File: src/rtl/if_id_stage_pkg.sv
// ---------------------------------------------------------------------------
// if_id_stage_pkg
// Shared constants and types for the IF/ID pipeline stage:
//   NOP      - instruction word loaded into IF/ID on a control redirect
//   STALL_W  - width of the load-use stall counter
//   state_t  - hazard FSM state encoding (RUN = 0, HOLD = 1)
//   sat_inc  - saturating increment used by the stall counter
// ---------------------------------------------------------------------------
package if_id_stage_pkg;

  localparam logic [31:0] NOP     = 32'h0000_0000;
  localparam int          STALL_W = 16;

  typedef enum logic {
    RUN  = 1'b0,
    HOLD = 1'b1
  } state_t;

  // Increment that sticks at all-ones instead of wrapping to zero.
  function automatic logic [STALL_W-1:0] sat_inc(input logic [STALL_W-1:0] v);
    return (&v) ? v : v + 1'b1;
  endfunction

endpackage

File: src/rtl/if_id_stage_if.sv
// ---------------------------------------------------------------------------
// if_id_stage_if
// Bundles every IF/ID stage signal except clk/reset.
//   From IF       : Instruction_if, NextPC_if
//   From EX/MEM   : Z, J, JR (redirects), MemRead_ex, RegWriteAddr_ex
//   To ID         : Instruction_id, NextPC_id, Rs_id, Rt_id, valid_id
//   To IF / ID-EX : PC_IFWrite, Bubble_id
//   Status        : stall_count, state (FSM state for observation)
//
// Handshake semantics: there is no valid/ready pair on the IF side. IF
// presents a new instruction every cycle; PC_IFWrite acts as the ready
// back to IF. When PC_IFWrite = 0 the IF stage must hold its PC, and the
// same Instruction_if/NextPC_if is re-presented next cycle. valid_id
// qualifies Instruction_id: 0 means it holds a flushed NOP.
// ---------------------------------------------------------------------------
interface if_id_stage_if;
  import if_id_stage_pkg::*;

  logic [31:0]        Instruction_if;
  logic [31:0]        NextPC_if;
  logic               Z;
  logic               J;
  logic               JR;
  logic               MemRead_ex;
  logic [4:0]         RegWriteAddr_ex;

  logic [31:0]        Instruction_id;
  logic [31:0]        NextPC_id;
  logic [4:0]         Rs_id;
  logic [4:0]         Rt_id;
  logic               valid_id;
  logic               PC_IFWrite;
  logic               Bubble_id;
  logic [STALL_W-1:0] stall_count;
  state_t             state;

  modport master (
    output Instruction_if, NextPC_if, Z, J, JR, MemRead_ex, RegWriteAddr_ex,
    input  Instruction_id, NextPC_id, Rs_id, Rt_id, valid_id,
           PC_IFWrite, Bubble_id, stall_count, state
  );

  modport slave (
    input  Instruction_if, NextPC_if, Z, J, JR, MemRead_ex, RegWriteAddr_ex,
    output Instruction_id, NextPC_id, Rs_id, Rt_id, valid_id,
           PC_IFWrite, Bubble_id, stall_count, state
  );

endinterface

File: src/rtl/if_id_stage_pipe_reg.sv
// ---------------------------------------------------------------------------
// pipe_reg
// Parameterised pipeline register.
//   clk    - clock, rising edge
//   reset  - synchronous active-low reset (q <= 0)
//   en     - load d
//   clr    - synchronous clear to CLR_VAL, takes priority over en
//   d / q  - data in / registered data out
// ---------------------------------------------------------------------------
module pipe_reg #(
  parameter int           W       = 32,
  parameter logic [W-1:0] CLR_VAL = '0
) (
  input  logic         clk,
  input  logic         reset,
  input  logic         en,
  input  logic         clr,
  input  logic [W-1:0] d,
  output logic [W-1:0] q
);

  always_ff @(posedge clk) begin
    if (!reset) begin
      q <= '0;
    end else if (clr) begin
      q <= CLR_VAL;
    end else if (en) begin
      q <= d;
    end
  end

endmodule

File: src/rtl/if_id_stage.sv
// ---------------------------------------------------------------------------
// if_id_stage
// IF/ID pipeline register with load-use hazard detection and flush.
//   clk   - clock, rising edge
//   reset - synchronous active-low reset
//   bus   - if_id_stage_if.slave (IF inputs, redirects, EX load info,
//           IF/ID contents, PC_IFWrite, Bubble_id, stall_count, state)
//
// A load in EX whose destination matches Rs/Rt of the valid instruction in
// ID stalls the front end for exactly one cycle (RUN -> HOLD -> RUN). A
// redirect (Z | J | JR) always wins over a hazard and flushes IF/ID to a NOP.
// ---------------------------------------------------------------------------
module if_id_stage
  import if_id_stage_pkg::*;
(
  input logic          clk,
  input logic          reset,
  if_id_stage_if.slave bus
);

  state_t             state_q, state_d;
  logic [STALL_W-1:0] stall_cnt_q, stall_cnt_d;
  logic               redirect;
  logic               hazard;
  logic               load;
  logic               pc_write;
  logic               bubble;
  logic [31:0]        instr_q;
  logic               valid_q;
  logic [4:0]         rs;
  logic [4:0]         rt;

  assign rs = instr_q[25:21];
  assign rt = instr_q[20:16];

  assign redirect = bus.Z | bus.J | bus.JR;

  // valid_q gates the check so a flushed NOP never causes a stall.
  assign hazard = bus.MemRead_ex
                & (bus.RegWriteAddr_ex != 5'd0)
                & ((bus.RegWriteAddr_ex == rs) | (bus.RegWriteAddr_ex == rt))
                & valid_q;

  always_ff @(posedge clk) begin
    if (!reset) begin
      state_q     <= RUN;
      stall_cnt_q <= '0;
    end else begin
      state_q     <= state_d;
      stall_cnt_q <= stall_cnt_d;
    end
  end

  always_comb begin
    state_d     = RUN;
    load        = 1'b1;
    pc_write    = 1'b1;
    bubble      = 1'b0;
    stall_cnt_d = stall_cnt_q;
    // HOLD always falls back to RUN and loads; the hazard is ignored there
    // because the load has moved past EX by then.
    if (state_q == RUN && !redirect && hazard) begin
      state_d     = HOLD;
      load        = 1'b0;
      pc_write    = 1'b0;
      bubble      = 1'b1;
      stall_cnt_d = sat_inc(stall_cnt_q);
    end
    // While reset is asserted the front end must free-run with no bubble.
    if (!reset) begin
      pc_write = 1'b1;
      bubble   = 1'b0;
    end
  end

  pipe_reg #(.W(32), .CLR_VAL(NOP)) u_instr_reg (
    .clk   (clk),
    .reset (reset),
    .en    (load),
    .clr   (redirect),
    .d     (bus.Instruction_if),
    .q     (instr_q)
  );

  // On a redirect NextPC_id still tracks NextPC_if, so it is never cleared.
  pipe_reg #(.W(32), .CLR_VAL(32'h0)) u_npc_reg (
    .clk   (clk),
    .reset (reset),
    .en    (load),
    .clr   (1'b0),
    .d     (bus.NextPC_if),
    .q     (bus.NextPC_id)
  );

  pipe_reg #(.W(1), .CLR_VAL(1'b0)) u_valid_reg (
    .clk   (clk),
    .reset (reset),
    .en    (load),
    .clr   (redirect),
    .d     (1'b1),
    .q     (valid_q)
  );

  assign bus.Instruction_id = instr_q;
  assign bus.Rs_id          = rs;
  assign bus.Rt_id          = rt;
  assign bus.valid_id       = valid_q;
  assign bus.PC_IFWrite     = pc_write;
  assign bus.Bubble_id      = bubble;
  assign bus.stall_count    = stall_cnt_q;
  assign bus.state          = state_q;

endmodule

File: src/flat_wrapper.sv
// flat-port wrapper written by rule: the top's interface ports become plain ports
module if_id_stage_flat import if_id_stage_pkg::*;
  (clk, reset, bus_Instruction_if, bus_NextPC_if, bus_Z, bus_J, bus_JR, bus_MemRead_ex, bus_RegWriteAddr_ex, bus_Instruction_id, bus_NextPC_id, bus_Rs_id, bus_Rt_id, bus_valid_id, bus_PC_IFWrite, bus_Bubble_id, bus_stall_count, bus_state);
  if_id_stage_if bus_i ();
  input logic clk;
  input logic reset;
  input wire logic [$bits(bus_i.Instruction_if)-1:0] bus_Instruction_if;
  input wire logic [$bits(bus_i.NextPC_if)-1:0] bus_NextPC_if;
  input wire logic [$bits(bus_i.Z)-1:0] bus_Z;
  input wire logic [$bits(bus_i.J)-1:0] bus_J;
  input wire logic [$bits(bus_i.JR)-1:0] bus_JR;
  input wire logic [$bits(bus_i.MemRead_ex)-1:0] bus_MemRead_ex;
  input wire logic [$bits(bus_i.RegWriteAddr_ex)-1:0] bus_RegWriteAddr_ex;
  output wire logic [$bits(bus_i.Instruction_id)-1:0] bus_Instruction_id;
  output wire logic [$bits(bus_i.NextPC_id)-1:0] bus_NextPC_id;
  output wire logic [$bits(bus_i.Rs_id)-1:0] bus_Rs_id;
  output wire logic [$bits(bus_i.Rt_id)-1:0] bus_Rt_id;
  output wire logic [$bits(bus_i.valid_id)-1:0] bus_valid_id;
  output wire logic [$bits(bus_i.PC_IFWrite)-1:0] bus_PC_IFWrite;
  output wire logic [$bits(bus_i.Bubble_id)-1:0] bus_Bubble_id;
  output wire logic [$bits(bus_i.stall_count)-1:0] bus_stall_count;
  output wire logic [$bits(bus_i.state)-1:0] bus_state;
  assign bus_i.Instruction_if = bus_Instruction_if;
  assign bus_i.NextPC_if = bus_NextPC_if;
  assign bus_i.Z = bus_Z;
  assign bus_i.J = bus_J;
  assign bus_i.JR = bus_JR;
  assign bus_i.MemRead_ex = bus_MemRead_ex;
  assign bus_i.RegWriteAddr_ex = bus_RegWriteAddr_ex;
  assign bus_Instruction_id = bus_i.Instruction_id;
  assign bus_NextPC_id = bus_i.NextPC_id;
  assign bus_Rs_id = bus_i.Rs_id;
  assign bus_Rt_id = bus_i.Rt_id;
  assign bus_valid_id = bus_i.valid_id;
  assign bus_PC_IFWrite = bus_i.PC_IFWrite;
  assign bus_Bubble_id = bus_i.Bubble_id;
  assign bus_stall_count = bus_i.stall_count;
  assign bus_state = bus_i.state;
  if_id_stage u_core (.clk(clk), .reset(reset), .bus(bus_i));
endmodule
File: config.mk
export PLATFORM = sky130hd
export DESIGN_NAME = if_id_stage_flat
export DESIGN_NICKNAME = d
export VERILOG_FILES = /design/src/rtl/if_id_stage_pkg.sv /design/src/rtl/if_id_stage_if.sv /design/src/rtl/if_id_stage_pipe_reg.sv /design/src/rtl/if_id_stage.sv /design/src/flat_wrapper.sv
export SDC_FILE = /design/constraint.sdc
export NUM_CORES = 1
export LEC_CHECK = 0
export CAP_MARGIN = 20
export CORE_UTILIZATION = 40
export DETAILED_ROUTE_END_ITERATION = 8
export HOLD_SLACK_MARGIN = 0.12
export PLACE_DENSITY = 0.79
export SYNTH_ARGS = -nofsm -noshare
export SYNTH_HDL_FRONTEND = slang
export SYNTH_SLANG_ARGS = --single-unit
File: constraint.sdc
create_clock -name clk -period 3.2 [get_ports clk]
set_input_delay 0.96 -clock clk [delete_from_list [all_inputs] [get_ports clk]]
set_output_delay 0.96 -clock clk [all_outputs]
set_load 0.02 [all_outputs]
# --- Word-level counts from Yosys, hierarchy flattened ---
# Index checks and enable logic that the tools add are counted.
totals:
  register_bits: 82
  input_bits: 75
  output_inout_bits: 94
  wordCells: 28
classes:
  addsub: 1
  n_eq_ne: 2
  mux: 4
  n_bitwise: 9
  n_reduce_logical: 7
op_table:
  columns: ["op", "count"]
  rows:
  - ["16-bit by 1-bit adder with 16-bit output (second input constant)", 1]
  - ["16-bit AND reduction", 1]
  - ["5-bit equality test", 2]
  - ["5-bit nonzero test", 1]
  - ["1-bit 2-to-1 mux", 4]
  - ["1-bit AND", 3]
  - ["1-bit NOT", 3]
  - ["1-bit OR", 3]
  - ["1-bit logical AND", 2]
  - ["2-bit AND reduction", 1]
  - ["2-bit OR reduction", 1]
  - ["1-bit zero test", 1]

# --- Logic depth before layout (Yosys ltp) ---
logic_depth:
  ltp_word: 7
  mapped_depth: 8
  ltp_nobuf: 6

# --- Modules after synthesis ---
# A second synthesis with hierarchy kept.
unflattened:
  cells_unflattened: 346
  area_unflattened_um2: 3515.9
by_module_without_submodules:
  columns: ["mod", "instances", "cells_per_inst", "area_per_inst_um2", "seq_area_each_um2"]
  rows:
  - ["pipe_reg (u_core.u_instr_reg ...)", 2, 104, 1173.6, 640.6]
  - ["if_id_stage", 1, 135, 1126.1, 340.3]
  - ["pipe_reg (u_core.u_valid_reg)", 1, 3, 42.5, 20.0]

# --- Worst setup path before layout ---
# Ideal clock, no wire load.
synth_path:
  path_type: "input port to output port"
  start: "input port bus_J"
  end: "output port bus_PC_IFWrite"
  arrival_ns: 2.704
  required_time_ns: 2.240
  path_slack_ns: -0.464
  cell_stages: 5
  path_buffers: 1
  cell_sequence: "or3_4 -> a211o_1 -> clkbuf_1 -> nor3_1 -> inv_1"
synth_via:
  elab_chain_cells: 7
synth_rtl:
  columns: ["element", "line", "rtl"]
  rows:
  - ["start, declared", "flat_wrapper.sv:10", "input wire logic [$bits(bus_i.J)-1:0] bus_J;"]
  - ["1-bit OR (2 in a row)", "if_id_stage.sv:36", "assign redirect = bus.Z | bus.J | bus.JR;"]
  - ["1-bit zero test", "if_id_stage.sv:62", "if (state_q == RUN && !redirect && hazard) begin"]
  - ["1-bit logical AND (2 in a row)", "if_id_stage.sv:62", null]
  - ["1-bit 2-to-1 mux", "if_id_stage.sv:62", null]
  - ["1-bit 2-to-1 mux", "if_id_stage.sv:70", "if (!reset) begin"]
  - ["end, declared", "flat_wrapper.sv:19", "output wire logic [$bits(bus_i.PC_IFWrite)-1:0] bus_PC_IFWrite;"]
# No other way between the ends.

# --- Worst setup path after layout ---
layout_path:
  start: "input port bus_RegWriteAddr_ex[2]"
  end: "output port bus_PC_IFWrite"
layout_via:
  elab_chain_cells: 7
layout_rtl:
  columns: ["element", "line", "rtl"]
  rows:
  - ["start, declared", "flat_wrapper.sv:13", "input wire logic [$bits(bus_i.RegWriteAddr_ex)-1:0] bus_RegWriteAddr_ex;"]
  - ["5-bit equality test or 5-bit nonzero test (tied branches)", "if_id_stage.sv:41, if_id_stage.sv:40", null]
  - ["1-bit OR or 1-bit AND (tied branches)", "if_id_stage.sv:41, if_id_stage.sv:40", null]
  - ["1-bit AND (*)", "if_id_stage.sv:41", "& ((bus.RegWriteAddr_ex == rs) | (bus.RegWriteAddr_ex == rt))"]
  - ["1-bit AND (*)", "if_id_stage.sv:42", "& valid_q;"]
  - ["1-bit logical AND (*)", "if_id_stage.sv:62", null]
  - ["1-bit 2-to-1 mux (*)", "if_id_stage.sv:62", null]
  - ["1-bit 2-to-1 mux (*)", "if_id_stage.sv:70", null]
# Mark *: on every way between the ends. The rest lies on a longest branch, timed or not.

==> results.md <==
Outcome:
- The flow ran to the end, and the final reports show no timing, DRC or antenna violations.

Detailed routing:
- The via density per instance is between 5 and 6.
- Before antenna repair, the detailed router went through 4 iterations.
- The total DRC errors in the routed layout is 0.
- The post-detailed-route wirelength per cell is approximately 16 microns.
- The number of nets with antenna violations after routing is 0.
- The first routing iteration left around 180 violations.
- The wire length after detailed routing is between 10 and 15 mm.
- The routed layout has between 3k and 4k vias.

Global route:
- The global-route wire length before repair is 16.8 mm.
- For this run the aggregate overflow at the end of global routing stands at 0.
- The number of global-route vias before repair is approximately 3.5k.
- Global routing used 23.4% of the available tracks across all layers.
- The maximum number of pins on one net before global-route repair is around 60.
- The initial antenna violation count is 0.

Timing:
- The clock tree skew after final layout is approximately 0.0084 ns.
- The max-slew violation count is 0.
- The accumulated negative setup slack is 0 ns.
- The final worst-path cycle share is a little under 100%.
- In this run the tightest slew margin relative to its limit is about 64%.
- The actual slew at the worst max-slew pin is around 0.53 ns.
- Timing would allow up to around 320 MHz.
- Setup violations remaining at the end of the flow were counted as 0.
- The post-layout minimum cycle time is approximately 3.1 ns.
- The number of failing hold endpoints at the final stage was 0.

Setup path:
- The largest driver fanout on the critical path is 3.
- Broken down by cell family, the worst path's largest delay share belongs to buffers and inverters.
- The signal on the critical path passes through clkdlybuf4s15_1, xnor2_1, nand2_1, o22a_2, nor3_4, inv_2, buf_6.
- The critical path required time is around 2.2 ns.
- For this run, the slowest stage of the critical path takes 0.28 ns.
- The worst setup path is of the in -> out kind.
- Data on the critical path arrives at its endpoint at approximately 2.2 ns.
- STA classifies the critical path startpoint as a primary input.
- The critical-path cell with the highest stage delay is sky130_fd_sc_hd__o22a_2.
- The buffering stage count on the worst path with inverters included is 3.
- The element type at the critical path end is an output pin.

Finish:
- The area occupied by multi-input gates is 0.00168 sq mm.
- From synthesis to final layout, the design area changed by 58.3%.
- The non-filler instance count after layout is between 600 and 700.
- The top cell types in the final layout, fill and taps aside, are sky130_fd_sc_hd__clkdlybuf4s50_1 (157), sky130_fd_sc_hd__dfxtp_1 (82), sky130_fd_sc_hd__o21ai_0 (66).
- Once layout is complete, the utilization of the core stands at about two thirds.
- The fraction of final layout cells sized beyond drive strength 1 is under 10%.
- The filler cell count in the final layout is 687.
- Leaving out fill and tap cells, the most frequent cell in the layout is sky130_fd_sc_hd__clkdlybuf4s50_1.
- The storage element area is about 0.0016 sq mm.
- The antenna cell count is 0.
- In the final design database the tool counted 654 nets.

CTS:
- The number of clock buffers inserted by TritonCTS is 9.
- The number of H-tree levels is 3.
- The number of sinks driven by the clock tree is just over 80.
- In this run the deepest clock path goes through 2 buffers.
- The root buffer selected by CTS is sky130_fd_sc_hd__clkbuf_8.
- The clock network latency to the later pin of the worst-skew pair is between 0.3 and 0.4 ns.
- The CTS tree is done.
- After clock tree synthesis, the flow added hold-fix buffers numbering 0.
- The clock input transition at the sequential cells of the worst setup and hold paths is 0.09 ns.

Run:
- Max-cap violations in this run came to 0.

Place:
- The number of buffer cells added on primary ports is between 150 and 200.
- The congestion estimate from routability-driven global placement came to approximately 0.94.
- The HPWL after detailed placement is around 7.4 mm.
- The cell count after placement is around 670.

Synth:
- The number of synthesized register bits is 82.
- A synthesized cell averages roughly 8.2 sq um.
- Ranked by total cell area, the synthesized netlist is headed by sky130_fd_sc_hd__dfxtp_1 (47%), sky130_fd_sc_hd__o21ai_0 (9.4%), sky130_fd_sc_hd__nand4_1 (6.2%).
- The portion of the post-synthesis area used by sequential elements is ~47%.
- The number of distinct standard cells referenced by the synthesized netlist is 38.
- The cell taking the most area after synthesis is sky130_fd_sc_hd__dfxtp_1.
- After technology mapping, the gate count stands at 427.
- The number of synthesis warnings is 0.
- The area fraction of the dominant cell type after synthesis is a little under half.
- The number of nets in the synthesized netlist is 503.
- The post-synthesis cell area is between 0.003 and 0.004 sq mm.

Floorplan:
- The die height is around 96 microns.
- After floorplanning, the core was divided into 33 placement rows.
- The floorplan die width is 95.8 microns.
- The die covers ~0.0092 sq mm.
- The area of the placeable core is roughly 0.0083 sq mm.
- The initial cell density of the core is 42.2%.
- Pin placement for this block handled between 150 and 200 I/O pins.

Pwr:
- Sequential cells burn 48.5% of the power.
- The total leakage power is approximately 1.9 nW.
- The maximum resistive drop on vdd is 255 uV.
- Of the total power, the share spent switching nets is around a quarter.
- The reported net switching power is roughly 0.53 mW.
- The clock network burns 38.4% of the power.
- The internal power of the cells totals 1.67 mW.
- The power density over the cells is roughly 390 mW/mm^2.
- The overall power of the completed layout is ~2.2 mW.
- Combinational cells account for a little over an eighth of the total power.

Worst hold path:
- The tightest min-delay check is of the reg -> reg type.
==> sequential cells by signal (all words and copies together) (netlist names) <==
| register | count |
|---|---|
| u_core.u_instr_reg.q | 32 |
| u_core.bus.state | 1 |
| u_core.u_npc_reg.q | 32 |
| u_core.u_valid_reg.q | 1 |
| u_core.bus.stall_count | 16 |
==> layout make-up <==
cell class | instances | share of cell area (%)
clock buffers | 10 | 2.47
clock inverters | 6 | 1.60
inverters | 3 | 0.202
multi-input cells | 292 | 30.3
flip-flops and latches | 82 | 29.5
well taps | 105 | 2.36
repair buffers | 190 | 33.6
==> cell usage after synthesis (all sizes together) <==
master  instances
o31ai          10
mux2i           2
and4            4
o22a            1
nand4          35
and3            2
nand3          40
xnor2          10
nor2            3
a21oi          43
a311oi          1
nand2          43
nor4            2
buf            17
inv             3
nand2b          2
a41oi           1
nand4b          1
nand3b          1
a211oi          2
a211o           1
o211a           1
o22ai           1
o21ai          66
dfxtp          82
nor3            4
ha              1
and2            2
o211ai          1
clkbuf         33
or3             3
or4             9
==> tightest hold or removal path, cell delays in order, from the launching register on <==
cell and delay, ns:
sky130_fd_sc_hd__dfxtp_1 0.32, sky130_fd_sc_hd__nand3_1 0.06, sky130_fd_sc_hd__a21oi_1 0.05
==> routing by layer <==
metal	vias to the layer above	share of wire (%)	track usage [%]
met5	-	0	0
met4	0	2.1	8.71
met3	18	8.1	7.50
met2	142	49	39.1
met1	1772	41	28.2
li1	1849	-	-
==> power groups by stage <==
| stage | clock network [mW] | registers [mW] | logic (mW) |
|---|---|---|---|
| final | 0.843 | 1.06 | 0.287 |
| after global routing | 0.910 | 1.07 | 0.308 |
| after CTS | 0.861 | 1.07 | 0.288 |
| after detailed placement | 0 | 1.09 | 0.288 |
| after global placement | 0 | 1.09 | 0.285 |
| after floorplan | 0 | 1.12 | 0.0732 |
==> cell families (layout without fill, tap and decap cells) <==
| logic type | Yosys count | count (layout) | share of synthesized area, % |
|---|---|---|---|
| simple gates | 151 | 151 | 23.0 |
| compound gates | 128 | 128 | 20.1 |
| flops | 82 | 82 | 46.7 |
| buf+inv | 53 | 209 | 6.83 |
| xor+xnor | 10 | 10 | 2.49 |
| mux | 2 | 2 | 0.569 |
| fa+ha+maj | 1 | 1 | 0.356 |
==> metrics by stage <==
| stage | area [sq um] | hold slack (ns) | worst slack (ns) |
|---|---|---|---|
| after floorplan | 3550 | 0.543 | -0.0225 |
| after global placement | 5320 | 0.450 | -0.697 |
| after detailed placement | 5320 | 0.456 | -0.701 |
| after CTS | 5570 | 0.467 | 0.00544 |
| after global routing | 5570 | 0.488 | -0.00395 |
| final | 5570 | 0.463 | 0.0602 |
==> what timing repair did <==
action                                 CTS  global route
gates resized for setup                 26            10
buffers inserted                         2             3
setup endpoints to repair                2             2
endpoints found under the hold margin    0             0
pin swaps                                9            13
cloned                                   0             0
==> worst paths after layout <==
path                                  from                        end  slack [ns]  cells after the start
hold / removal      u_core.u_npc_reg.q[17]     u_core.u_npc_reg.q[17]        0.46                      2
setup reg to reg  u_core.u_instr_reg.q[17]  u_core.bus.stall_count[6]        1.09                      6
hold reg to reg     u_core.u_npc_reg.q[17]     u_core.u_npc_reg.q[17]        0.46                      2
setup / recovery    bus_RegWriteAddr_ex[2]             bus_PC_IFWrite        0.06                      7
Power figures use the tool's default switching activity.
